$ cat src/rtl/jam_cost_table_pkg.sv
`default_nettype none
// ============================================================================
// Package  : jam_pkg
// Brief    : Shared widths, state encoding and entry type for the cost table.
// Revision : 1.0
// ============================================================================
package jam_pkg;
    localparam int DW    = 7;
    localparam int N     = 8;
    localparam int AW    = $clog2(N);
    localparam int CW    = DW + 6;
    localparam int DEPTH = N * N;
    localparam int CNTW  = 2 * AW;

    typedef enum logic {LOAD = 1'b0, READY = 1'b1} jam_tbl_state_t;
    typedef logic [DW-1:0] cost_t;
endpackage
`default_nettype wire

$ cat src/rtl/jam_cost_table_if.sv
`default_nettype none
// ============================================================================
// Interface : jam_cost_table_if
// Brief     : Load stream, lookup port and status bundle of the cost table.
// Revision  : 1.0
// ============================================================================
interface jam_cost_table_if;
    import jam_pkg::*;

    logic            in_valid;
    cost_t           in_data;
    logic            in_ready;
    logic            reload;
    logic [AW-1:0]   W;
    logic [AW-1:0]   J;
    cost_t           Cost;
    logic            tbl_ready;
    logic [CW-1:0]   checksum;

    modport master (
        output in_valid, in_data, reload, W, J,
        input  in_ready, Cost, tbl_ready, checksum
    );

    modport slave (
        input  in_valid, in_data, reload, W, J,
        output in_ready, Cost, tbl_ready, checksum
    );
endinterface
`default_nettype wire

$ cat src/rtl/jam_cost_table_mem.sv
`default_nettype none
// ============================================================================
// Module   : jam_cost_mem
// Brief    : N*N x DW register array, sync write, registered read, sync reset.
// Revision : 1.0
// ============================================================================
module jam_cost_mem
    import jam_pkg::*;
(
    input  wire logic            CLK,
    input  wire logic            RST,
    input  wire logic            we,
    input  wire logic [CNTW-1:0] waddr,
    input  wire cost_t           wdata,
    input  wire logic [CNTW-1:0] raddr,
    output      cost_t           rdata
);
    cost_t mem_q [DEPTH];
    cost_t mem_d [DEPTH];
    cost_t rdata_q;
    cost_t rdata_d;

    // Read uses mem_q, so a same-cycle write to the read address returns the old entry.
    always_comb begin
        mem_d = mem_q;
        if (we) begin
            mem_d[waddr] = wdata;
        end
        rdata_d = mem_q[raddr];
    end

    always_ff @(posedge CLK) begin
        if (RST) begin
            mem_q   <= '{default: '0};
            rdata_q <= '0;
        end else begin
            mem_q   <= mem_d;
            rdata_q <= rdata_d;
        end
    end

    assign rdata = rdata_q;
endmodule
`default_nettype wire

$ cat src/rtl/jam_cost_table.sv
`default_nettype none
// ============================================================================
// Module   : jam_cost_table
// Brief    : Serially loaded 8x8 cost table with 1-cycle (W,J) lookup.
//            Optional running checksum of loaded entries: JAM_COST_CHECKSUM_EN.
// Revision : 1.0
// ============================================================================
module jam_cost_table
    import jam_pkg::*;
(
    input  wire logic        CLK,
    input  wire logic        RST,
    jam_cost_table_if.slave  bus
);
    jam_tbl_state_t   state_q;
    jam_tbl_state_t   state_d;
    logic [CNTW-1:0]  load_cnt_q;
    logic [CNTW-1:0]  load_cnt_d;
    logic             w_in_ready;
    logic             w_beat;

    assign w_in_ready    = (state_q == LOAD);
    assign bus.in_ready  = w_in_ready;
    assign bus.tbl_ready = (state_q == READY);

    // reload wins over a coincident beat; that beat is dropped entirely.
    assign w_beat = bus.in_valid & w_in_ready & ~bus.reload;

    always_comb begin
        state_d    = state_q;
        load_cnt_d = load_cnt_q;
        if (bus.reload) begin
            state_d    = LOAD;
            load_cnt_d = '0;
        end else if (w_beat) begin
            load_cnt_d = load_cnt_q + 1'b1;
            if (load_cnt_q == CNTW'(DEPTH - 1)) begin
                state_d = READY;
            end
        end
    end

    always_ff @(posedge CLK) begin
        if (RST) begin
            state_q    <= LOAD;
            load_cnt_q <= '0;
        end else begin
            state_q    <= state_d;
            load_cnt_q <= load_cnt_d;
        end
    end

`ifdef JAM_COST_CHECKSUM_EN
    logic [CW-1:0] checksum_q;
    logic [CW-1:0] checksum_d;

    always_comb begin
        checksum_d = checksum_q;
        if (bus.reload) begin
            checksum_d = '0;
        end else if (w_beat) begin
            checksum_d = checksum_q + CW'(bus.in_data);
        end
    end

    always_ff @(posedge CLK) begin
        if (RST) begin
            checksum_q <= '0;
        end else begin
            checksum_q <= checksum_d;
        end
    end

    assign bus.checksum = checksum_q;
`else
    assign bus.checksum = '0;
`endif

    jam_cost_mem u_mem (
        .CLK   (CLK),
        .RST   (RST),
        .we    (w_beat),
        .waddr (load_cnt_q),
        .wdata (bus.in_data),
        .raddr ({bus.W, bus.J}),
        .rdata (bus.Cost)
    );
endmodule
`default_nettype wire

$ cat src/flat_wrapper.sv
// flat-port wrapper written by rule: the top's interface ports become plain ports
module jam_cost_table_flat import jam_pkg::*;
  (CLK, RST, bus_in_valid, bus_in_data, bus_reload, bus_W, bus_J, bus_in_ready, bus_Cost, bus_tbl_ready, bus_checksum);
  jam_cost_table_if bus_i ();
  input  wire logic CLK;
  input  wire logic RST;
  input wire logic [$bits(bus_i.in_valid)-1:0] bus_in_valid;
  input wire logic [$bits(bus_i.in_data)-1:0] bus_in_data;
  input wire logic [$bits(bus_i.reload)-1:0] bus_reload;
  input wire logic [$bits(bus_i.W)-1:0] bus_W;
  input wire logic [$bits(bus_i.J)-1:0] bus_J;
  output wire logic [$bits(bus_i.in_ready)-1:0] bus_in_ready;
  output wire logic [$bits(bus_i.Cost)-1:0] bus_Cost;
  output wire logic [$bits(bus_i.tbl_ready)-1:0] bus_tbl_ready;
  output wire logic [$bits(bus_i.checksum)-1:0] bus_checksum;
  assign bus_i.in_valid = bus_in_valid;
  assign bus_i.in_data = bus_in_data;
  assign bus_i.reload = bus_reload;
  assign bus_i.W = bus_W;
  assign bus_i.J = bus_J;
  assign bus_in_ready = bus_i.in_ready;
  assign bus_Cost = bus_i.Cost;
  assign bus_tbl_ready = bus_i.tbl_ready;
  assign bus_checksum = bus_i.checksum;
  jam_cost_table u_core (.CLK(CLK), .RST(RST), .bus(bus_i));
endmodule
$ cat config.mk
export PLATFORM = sky130hd
export DESIGN_NAME = jam_cost_table_flat
export DESIGN_NICKNAME = d
export VERILOG_FILES = /design/src/rtl/jam_cost_table_pkg.sv /design/src/rtl/jam_cost_table_if.sv /design/src/rtl/jam_cost_table_mem.sv /design/src/rtl/jam_cost_table.sv /design/src/flat_wrapper.sv
export SDC_FILE = /design/constraint.sdc
export NUM_CORES = 1
export LEC_CHECK = 0
export CORE_MARGIN = 8
export CORE_UTILIZATION = 60
export CTS_CLUSTER_SIZE = 30
export DETAILED_ROUTE_END_ITERATION = 8
export PLACE_DENSITY_LB_ADDON = 0.25
export SETUP_SLACK_MARGIN = 0.15
export SLEW_MARGIN = 20
export SYNTH_ARGS = -nofsm -noshare
export SYNTH_HDL_FRONTEND = slang
export SYNTH_SLANG_ARGS = --single-unit
$ cat constraint.sdc
create_clock -name CLK -period 5.2 [get_ports CLK]
set_input_delay 1.04 -clock CLK [delete_from_list [all_inputs] [get_ports CLK]]
set_output_delay 1.04 -clock CLK [all_outputs]
set_load 0.01 [all_outputs]
==> results of run 1 <==
## metal layers
metal,global-route usage [%],routed length [um],part of all wire (%)
met1,32.6,21800,43
met2,39.4,23900,47
met3,5.29,3820,7.5
met4,9.46,1600,3.1
met5,0,0,0
## metrics by stage
stage	util, %	hold WS (ns)	worst slack, ns
after global routing	66.3	0.509	1.89
after CTS	66.3	0.491	2.18
final	66.3	0.488	2.05
after global placement	61.6	0.466	1.57
after detailed placement	61.6	0.475	1.58
after floorplan	-	0.452	2.51
## final cells by class
| class | count | area (um^2) | share of cell area (%) |
|---|---|---|---|
| clock buffers | 79 | 1530 | 6.86 |
| clock inverters | 7 | 60.1 | 0.269 |
| inverters | 3 | 11.3 | 0.0505 |
| multi-input cells | 1259 | 10400 | 46.7 |
| flip-flops and latches | 462 | 9250 | 41.5 |
| well taps | 448 | 561 | 2.51 |
| repair buffers | 57 | 483 | 2.17 |
## registers in the layout, indices dropped and copies added (netlist names)
name and cells:
u_core.u_mem.rdata 7, u_core.bus.tbl_ready 1, u_core.u_mem.mem_q 448, u_core.load_cnt_q 6
## critical path, stage by stage
cell and delay, ns:
buf_6 0.54, buf_4 0.55, mux4_2 0.31, nor3_1 0.05, a2111oi_0 0.78, a221o_1 0.28
## logic make-up after synthesis
family | share of synthesized area, %
AND/OR/NAND/NOR | 12.7
AO/OA/AOI/OAI | 2.37
adder cells (fa/ha/maj) | 0.0610
buffers and inverters | 4.48
XOR/XNOR | 0.128
multiplexers | 35.2
other | 0.0183
flip-flops | 45.1
## synth_stat cells, drive strengths merged (2+ instances only)
| cell | number | area share [%] |
|---|---|---|
| a2111oi | 2 | 0.085 |
| a211oi | 2 | 0.073 |
| a21oi | 11 | 0.27 |
| a221o | 2 | 0.098 |
| a221oi | 3 | 0.16 |
| a22o | 2 | 0.085 |
| a22oi | 8 | 0.29 |
| a31oi | 3 | 0.091 |
| a32o | 2 | 0.098 |
| a32oi | 2 | 0.085 |
| and2 | 2 | 0.061 |
| and3b | 3 | 0.13 |
| buf | 69 | 2.3 |
| clkbuf | 112 | 2.1 |
| dfxtp | 462 | 45 |
| inv | 3 | 0.055 |
| mux2i | 467 | 23 |
| mux4 | 112 | 12 |
| nand2 | 16 | 0.30 |
| nand2b | 6 | 0.18 |
| nand3 | 53 | 1.3 |
| nand3b | 7 | 0.26 |
| nand4 | 2 | 0.061 |
| nor2 | 462 | 8.5 |
| nor2b | 9 | 0.27 |
| nor3 | 15 | 0.88 |
| nor3b | 10 | 0.37 |
| o21ai | 10 | 0.24 |
| o221ai | 10 | 0.43 |
| o22ai | 8 | 0.24 |
| or3 | 2 | 0.061 |
| or3b | 2 | 0.085 |
| xor2 | 2 | 0.085 |
## power breakdown
group          switching, uW  internal [uW]  total (uW)
Sequential              5.96           3550        3550
Clock                   1380           2040        3420
Combinational            240           93.1         333
## worst paths after layout
path / startpoint / endpoint / slack [ns] / cells after the start
worst max-delay path: bus_J[1] / u_core.u_mem.rdata[4] / 2.05 / 6
worst min-delay path: u_core.u_mem.mem_q[284] / u_core.u_mem.mem_q[284] / 0.49 / 2
worst max register to register: u_core.load_cnt_q[4] / u_core.u_mem.mem_q[314] / 2.58 / 5
worst min register to register: u_core.u_mem.mem_q[284] / u_core.u_mem.mem_q[284] / 0.49 / 2
==> reports/results.txt, run 1 <==
Post CTS Setup Buffer Count: 0
vias: 14,222
top_reg_cell synth: dfxtp_1
Hold Vio Cnt, Final: 0
Die ar.: 40,400 um^2
crit path DAT: 3.66 ns
CP Capture Type: flip-flop
HP Class: reg2reg
post_cts resized: 0
overall power: 7310 uW
Die H: 201 um
Mapped Area: 20,500 um^2
Crit Path Category: in2reg
clock skew: 0.0239 ns
Clock Sinks: 462
most frequent cells in the layout: mux2i_1, nor2_1, dfxtp_1
Max FO, Critical Path: 60
fin nets: 1,847
Slew headroom: 41.3%
dpl cell area: 20,700 um^2
DR vias/cell: 6.14
Ys Warns: 0
Worst Tran Pin Value: 0.881 ns
chip width: 201 um
DR WL/cell: 22.1 um
CP Launch Type: input pin
worst-skew pair later-pin latency: 0.59 ns
pin count of the biggest net entering global routing: 172
CTS root buffer: clkbuf_16
port buffer count: 25
Initial DRT Pass Iterations: 5
final WL: 51,100 um
max frequency: 317 MHz
fillers: 2,575
Cell Pwr Density: 328 nW/um^2
placed cell count: 2,229
Avg Synthesized Cell Area: 10.8 um^2
Synth-to-Final Area Change: 8.68%
ys async rst share: 0%
post-DP HPWL: 31,600 um
Core Box Area: 33,600 um^2
Cells after Synth: 1,893
Post-synth EDFFs: 0
CTS Hold Bufs: 0
setup TNS: 0 ns
period utilization: 60.6%
Starting Density: 61.0%
FP Rows: 67
Yosys reg bits: 462
Worst Path Required: 5.71 ns
diodes inserted: 0
grt ovf: 0
CTS tree: yes
GRT Util Overall: 24.7%
number of H-tree levels: 2
status: complete, no violations
Final Wtd Congestion: 0.871
most common cell after layout, fill and taps aside: mux2i_1
Reg clk slew, reported paths: 0.06 ns
reported max-cap violation count: 0
Iteration-0 DRC Markers: 1,396
VDD IR max: 267 uV
Final Max Tran Viols: 0
sequential-to-total area share from yosys stat: 45.1%
vias in the first global route: 13,923
Routed Antenna Nets: 0
final non-filler cell total: 2,315
share of cells above drive strength 1: 13.0%
Synth cell types: 56
io pins: 39
Leakage: 0.0104 uW
first-pass GRT wire length: 79,900 um
initial antenna violation count: 0
Post-route DRC: 0
Final Critical Period: 3.15 ns
final cell area excluding filler cells: 22,300 um^2
RSZ-0062 raised after global routing: no
# setup viols final: 0
CTS buffer count: 46
CTS Buffer Depth: 3
Power figures use the tool's default switching activity.
==> run 2, diff against run 1 <==
CORE_UTILIZATION = 56   (was 60)
clock period = 2.9 ns   (was 5.2 ns; I/O delays follow)
==> run 2 against run 1 <==
Die area grew 6.6%. Total power grew 85%. Final cell count grew 4.0%. Sequential power grew 79%. Clock skew grew 0.0057 ns. Combinational power grew 99%. Cell area grew 3.6%. Hold slack lost 0.19 ns. Via count grew 1.2%. Flip-flop and latch count is the same.
==> reports/results.txt, run 2 (synthesis results as in run 1) <==
crit path DAT: 2.80 ns (-0.86 ns)
CTS Buffer Depth: 3 (unchanged)
CTS Hold Bufs: 0 (unchanged)
setup TNS: 0 ns (unchanged)
chip width: 207 um (+3.2%)
Final Critical Period: 2.28 ns
Clock Sinks: 462 (unchanged)
first-pass GRT wire length: 82,200 um (+2.9%)
initial antenna violation count: 3 (+3)
fin nets: 1,921 (+4.0%)
vias in the first global route: 14,178 (+1.8%)
CP Capture Type: flip-flop
Hold Vio Cnt, Final: 0 (unchanged)
Net Sw Power: 2990 uW (+84%)
Final Wtd Congestion: 0.933 (+7.2%)
final WL: 52,500 um (+2.8%)
CTS tree: yes
diodes inserted: 0 (unchanged)
Core Box Area: 36,300 um^2 (+8.1%)
vias: 14,387 (+1.2%)
grt ovf: 0 (unchanged)
DR vias/cell: 5.98 (-2.7%)
# setup viols final: 0 (unchanged)
Slew headroom: 42.9% (+1.6 points)
worst-skew pair later-pin latency: 0.58 ns (about the same)
fillers: 2,826 (+9.7%)
Worst Path Required: 3.42 ns (-2.29 ns)
port buffer count: 25 (unchanged)
CTS root buffer: clkbuf_16
clock skew: 0.0296 ns (+0.00567 ns)
pin count of the biggest net entering global routing: 178 (+3.5%)
R2R cell count: 4 (-1)
Leakage: 0.0108 uW (+4.0%)
CTS buffer count: 48 (+4.3%)
FP Rows: 70 (+4.5%)
period utilization: 78.5%
Crit Path Category: in2reg
most frequent cells in the layout: mux2i_1, nor2_1, dfxtp_1
CP Launch Type: input pin
Final Max Tran Viols: 0 (unchanged)
Worst Setup EP: u_core.u_mem.rdata[4]
Routed Antenna Nets: 0 (unchanged)
CP startpoint: bus_W[1]
Iteration-0 DRC Markers: 1,447 (+3.7%)
Switching Share: 22.2% (-0.10 points)
VDD IR max: 510 uV (+91%)
Worst Tran Pin Value: 0.857 ns (-0.0239 ns)
Critical R2R Capture: u_core.u_mem.mem_q[407]
DR WL/cell: 21.8 um (-1.1%)
status: complete, no violations
reg2reg start: u_core.load_cnt_q[3]
PnR worst setup slack: 0.623 ns (-1.42 ns)
Die H: 207 um (+3.2%)
overall power: 13,500 uW (+85%)
Clock power frac: 47.9% (+1.1 points)
Max FO, Critical Path: 12 (-80%)
most common cell after layout, fill and taps aside: mux2i_1
Reg clk slew, reported paths: 0.06 ns (about the same)
max frequency: 439 MHz
Seq pwr share: 47.2% (-1.4 points)
max FFs per register: 448 (unchanged)
GRT Util Overall: 24.0% (-0.72 points)
Starting Density: 56.4% (-4.6 points)
Die ar.: 43,000 um^2 (+6.6%)
P_int: 10,500 uW (+85%)
io pins: 39 (unchanged)
post-DP HPWL: 33,600 um (+6.2%)
Top reg by flops: u_core.u_mem.mem_q
Post-route DRC: 0 (unchanged)
Setup WS pre-CTS: 0.148 ns (-1.43 ns)
R2R Setup Slk: 0.65 ns (-1.93 ns)
Synth-to-Final Area Change: 12.6%
Cell Pwr Density: 584 nW/um^2 (+78%)
Post CTS Setup Buffer Count: 0 (unchanged)
RSZ-0062 raised after global routing: no
post_cts resized: 0 (unchanged)
HP Class: in2reg
Reg area: 9250 um^2 (unchanged)
Multi-input gate area: 10,400 um^2 (about the same)
Initial DRT Pass Iterations: 6 (+1)
number of H-tree levels: 2 (unchanged)
reported max-cap violation count: 0 (unchanged)
min-delay src: RST
Combinational Power Share: 4.9% (+0.3 points)
share of cells above drive strength 1: 16.3% (+3.3 points)
-- run 2: how the worst min path moves through the flow --
stage | end | cells after the start
after detailed placement | u_core.u_mem.mem_q[405] | 2
after floorplan | u_core.u_mem.mem_q[119] | 2
after global placement | u_core.u_mem.mem_q[399] | 2
final | u_core.u_mem.mem_q[391] | 2
after CTS | u_core.u_mem.mem_q[347] | 2
after global routing | u_core.u_mem.mem_q[338] | 2
-- run 2: worst max-delay path: stages --
cell and delay, ns:
clkdlybuf4s50_1 0.65, buf_4 0.24, nand3b_1 0.25, o22ai_1 0.13, a2111oi_0 0.68, a221o_1 0.26
-- run 2: power by group through the flow --
stage               Sequential, uW  Combinational [uW]  Clock [uW]
floorplan                     6510                 446           0
global placement              6510                 650           0
detailed placement            6510                 656           0
CTS                           6370                 658        6560
global route                  6370                 698        6810
finish                        6370                 662        6470
-- run 2: layout make-up --
type	instances	share of cell area, %
Sequential cell	462	40.0
Clock buffer	73	6.39
Multi-Input combinational cell	1259	45.0
Timing Repair Buffer	129	5.13
Tap cell	468	2.53
Inverter	3	0.0487
Clock inverter	13	0.839
-- run 2: per-layer routing --
layer  track usage (%)  wire, um
met5                 0        21
met4              8.36      1580
met1              31.0     22500
met3              5.99      3920
met2              38.9     24500
-- run 2: metrics by stage --
stage	instance area, um^2	hold slack [ns]	std cells	utilization, %
2_1_floorplan	20600	0.452	1905	-
3_3_place_gp	21400	0.465	2321	59.0
3_5_place_dp	21400	0.473	2321	59.0
4_1_cts	23100	0.278	2407	63.6
5_1_grt	23100	0.289	2407	63.6
6_report	23100	0.300	2407	63.6
==> run 3, diff against run 2 <==
clock period = 1.9 ns   (was 2.9 ns; I/O delays follow)
==> run 3 against run 2 <==
Clock skew down 0.013 ns. Combinational power up 80%. Largest power group is now sequential cells. Total power grew 48%. Critical endpoint is now u_core.u_mem.mem_q[347].
==> reports/results.txt, run 3 (synthesis results as in run 1) <==
status: complete, no violations
DR vias/cell: 5.92 (-1.0%)
fin nets: 2,031 (+5.7%)
vias: 14,879 (+3.4%)
Die ar.: 43,000 um^2 (unchanged)
Setup WS pre-CTS: -0.556 ns (-0.704 ns)
CP Launch Type: flip-flop
number of H-tree levels: 2 (unchanged)
Leakage: 0.0114 uW (+6.1%)
most frequent cells in the layout: nor2_1, dfxtp_1, mux2i_1
Worst Tran Pin Value: 0.618 ns (-0.239 ns)
min-delay src: RST
max FFs per register: 448 (unchanged)
PnR worst setup slack: 0.0668 ns (-0.557 ns)
DR WL/cell: 21.6 um (-0.90%)
CTS Buffer Depth: 3 (unchanged)
Top reg by flops: u_core.u_mem.mem_q
critical path cell sequence: or4b_4, buf_12, nor3b_4, buf_6, mux2i_2, nor2_1
Cell Pwr Density: 822 nW/um^2 (+41%)
chip width: 207 um (unchanged)
Crit Path Category: reg2reg
CTS tree: yes
port buffer count: 25 (unchanged)
initial antenna violation count: 1 (-2)
Clock Sinks: 462 (unchanged)
RSZ-0062 raised after global routing: yes
Post-route DRC: 0 (unchanged)
HP Class: in2reg
diodes inserted: 0 (unchanged)
reg2reg start: u_core.bus.tbl_ready
CTS root buffer: clkbuf_16
CP Capture Type: flip-flop
vias in the first global route: 14,837 (+4.6%)
Max FO, Critical Path: 9 (-3)
pin count of the biggest net entering global routing: 143 (-20%)
grt ovf: 0 (unchanged)
Die H: 207 um (unchanged)
max incr delay on CP: 0.54 ns (-0.14 ns)
GRT Util Overall: 24.5% (+0.48 points)
worst-skew pair later-pin latency: 0.58 ns (about the same)
Initial DRT Pass Iterations: 5 (-1)
Synth-to-Final Area Change: 18.7%
first-pass GRT wire length: 84,300 um (+2.5%)
CP startpoint: u_core.bus.tbl_ready
Slew headroom: 58.8% (+16 points)
share of cells above drive strength 1: 22.3% (+6.0 points)
Routed Antenna Nets: 0 (unchanged)
clock skew: 0.0165 ns (-0.0130 ns)
Final Wtd Congestion: 0.921 (-1.3%)
Final Max Tran Viols: 0 (unchanged)
most common cell after layout, fill and taps aside: nor2_1
Core Box Area: 36,300 um^2 (unchanged)
CTS Hold Bufs: 0 (unchanged)
final core utilization: 67.0% (+3.5 points)
Worst Path Required: 2.35 ns (-1.07 ns)
reported max-cap violation count: 0 (unchanged)
crit path DAT: 2.28 ns (-0.52 ns)
Starting Density: 56.4% (unchanged)
Iteration-0 DRC Markers: 1,179 (-19%)
Hold Vio Cnt, Final: 0 (unchanged)
io pins: 39 (unchanged)
# setup viols final: 0 (unchanged)
VDD IR max: 771 uV (+51%)
final WL: 54,400 um (+3.5%)
Reg clk slew, reported paths: 0.06 ns (about the same)
FP Rows: 70 (unchanged)
max frequency: 546 MHz
post-DP HPWL: 34,900 um (+4.0%)
period utilization: 96.5%
CP bufs+invs: 2 (unchanged)
Slowest-stage cell, CP: or4b_4
Final Critical Period: 1.83 ns
delay-heaviest family, CP: simple AND/OR/NAND/NOR gates
CTS buffer count: 49 (+2.1%)
[run 3: cell count changes in the layout (fill, tap and decap cells not counted), moves of 8 or more]
| cell | delta |
|---|---|
| buf_4 | +58 |
| buf_6 | +26 |
| buf_12 | +21 |
| clkdlybuf4s50_1 | -11 |
| mux2i_1 | -10 |
| mux2i_2 | +10 |
| nand3_1 | -9 |
| nand3_2 | +9 |
| clkbuf_8 | -8 |
| dlygate4sd2_1 | +8 |
[run 3: layer usage]
| layer | vias up | GRT usage (%) | share of wire, % |
|---|---|---|---|
| met5 | - | 0 | 0.026 |
| li1 | 6874 | - | - |
| met4 | 2 | 10.4 | 3.5 |
| met1 | 7448 | 31.2 | 44 |
| met2 | 429 | 40.7 | 47 |
| met3 | 126 | 4.18 | 5.6 |
[run 3: what timing repair did]
item,CTS,global route
endpoints found under the setup margin,107,163
endpoints found under the hold margin,0,0
resized for setup,25,62
gates cloned,0,4
pin swaps,0,5
setup buffers,0,9
[run 3: final timing paths]
check | endpoint | slack [ns] | cells after the start
worst max-delay path | u_core.u_mem.mem_q[347] | 0.07 | 6
worst min-delay path | u_core.u_mem.mem_q[382] | 0.30 | 3
worst max register to register | u_core.u_mem.mem_q[347] | 0.07 | 6
worst min register to register | u_core.u_mem.mem_q[127] | 0.49 | 2
[run 3: stage by stage]
stage	hold slack [ns]	total power, uW	instances	TNS, ns	area [um^2]
floorplan	0.452	10600	1905	0	20600
finish	0.296	20000	2515	0	24400
detailed placement	0.477	11100	2417	-117.89	22400
global placement	0.464	11000	2417	-106.32	22400
CTS	0.273	20100	2502	0	24000
global route	0.287	20600	2515	0	24400
[run 3: cell type report]
class,count,area (um^2)
clock inverter,13,121
timing repair buffer,238,2410
multi-input combinational,1259,10600
tap,468,586
fill,2681,12000
inverter,3,11.3
sequential,462,9260
clock buffer,72,1390
[run 3: worst min-delay path: cells and delay by family]
family / cells / cell delay [ns]
buffers and inverters: 2 / 0.34
AND/OR/NAND/NOR: 1 / 0.10
[run 3: where the power goes]
part	switching [uW]	internal, uW	total, uW
combinational	738	448	1190
sequential	14.0	9700	9720
clock	3810	5320	9120
total	4560	15500	20000
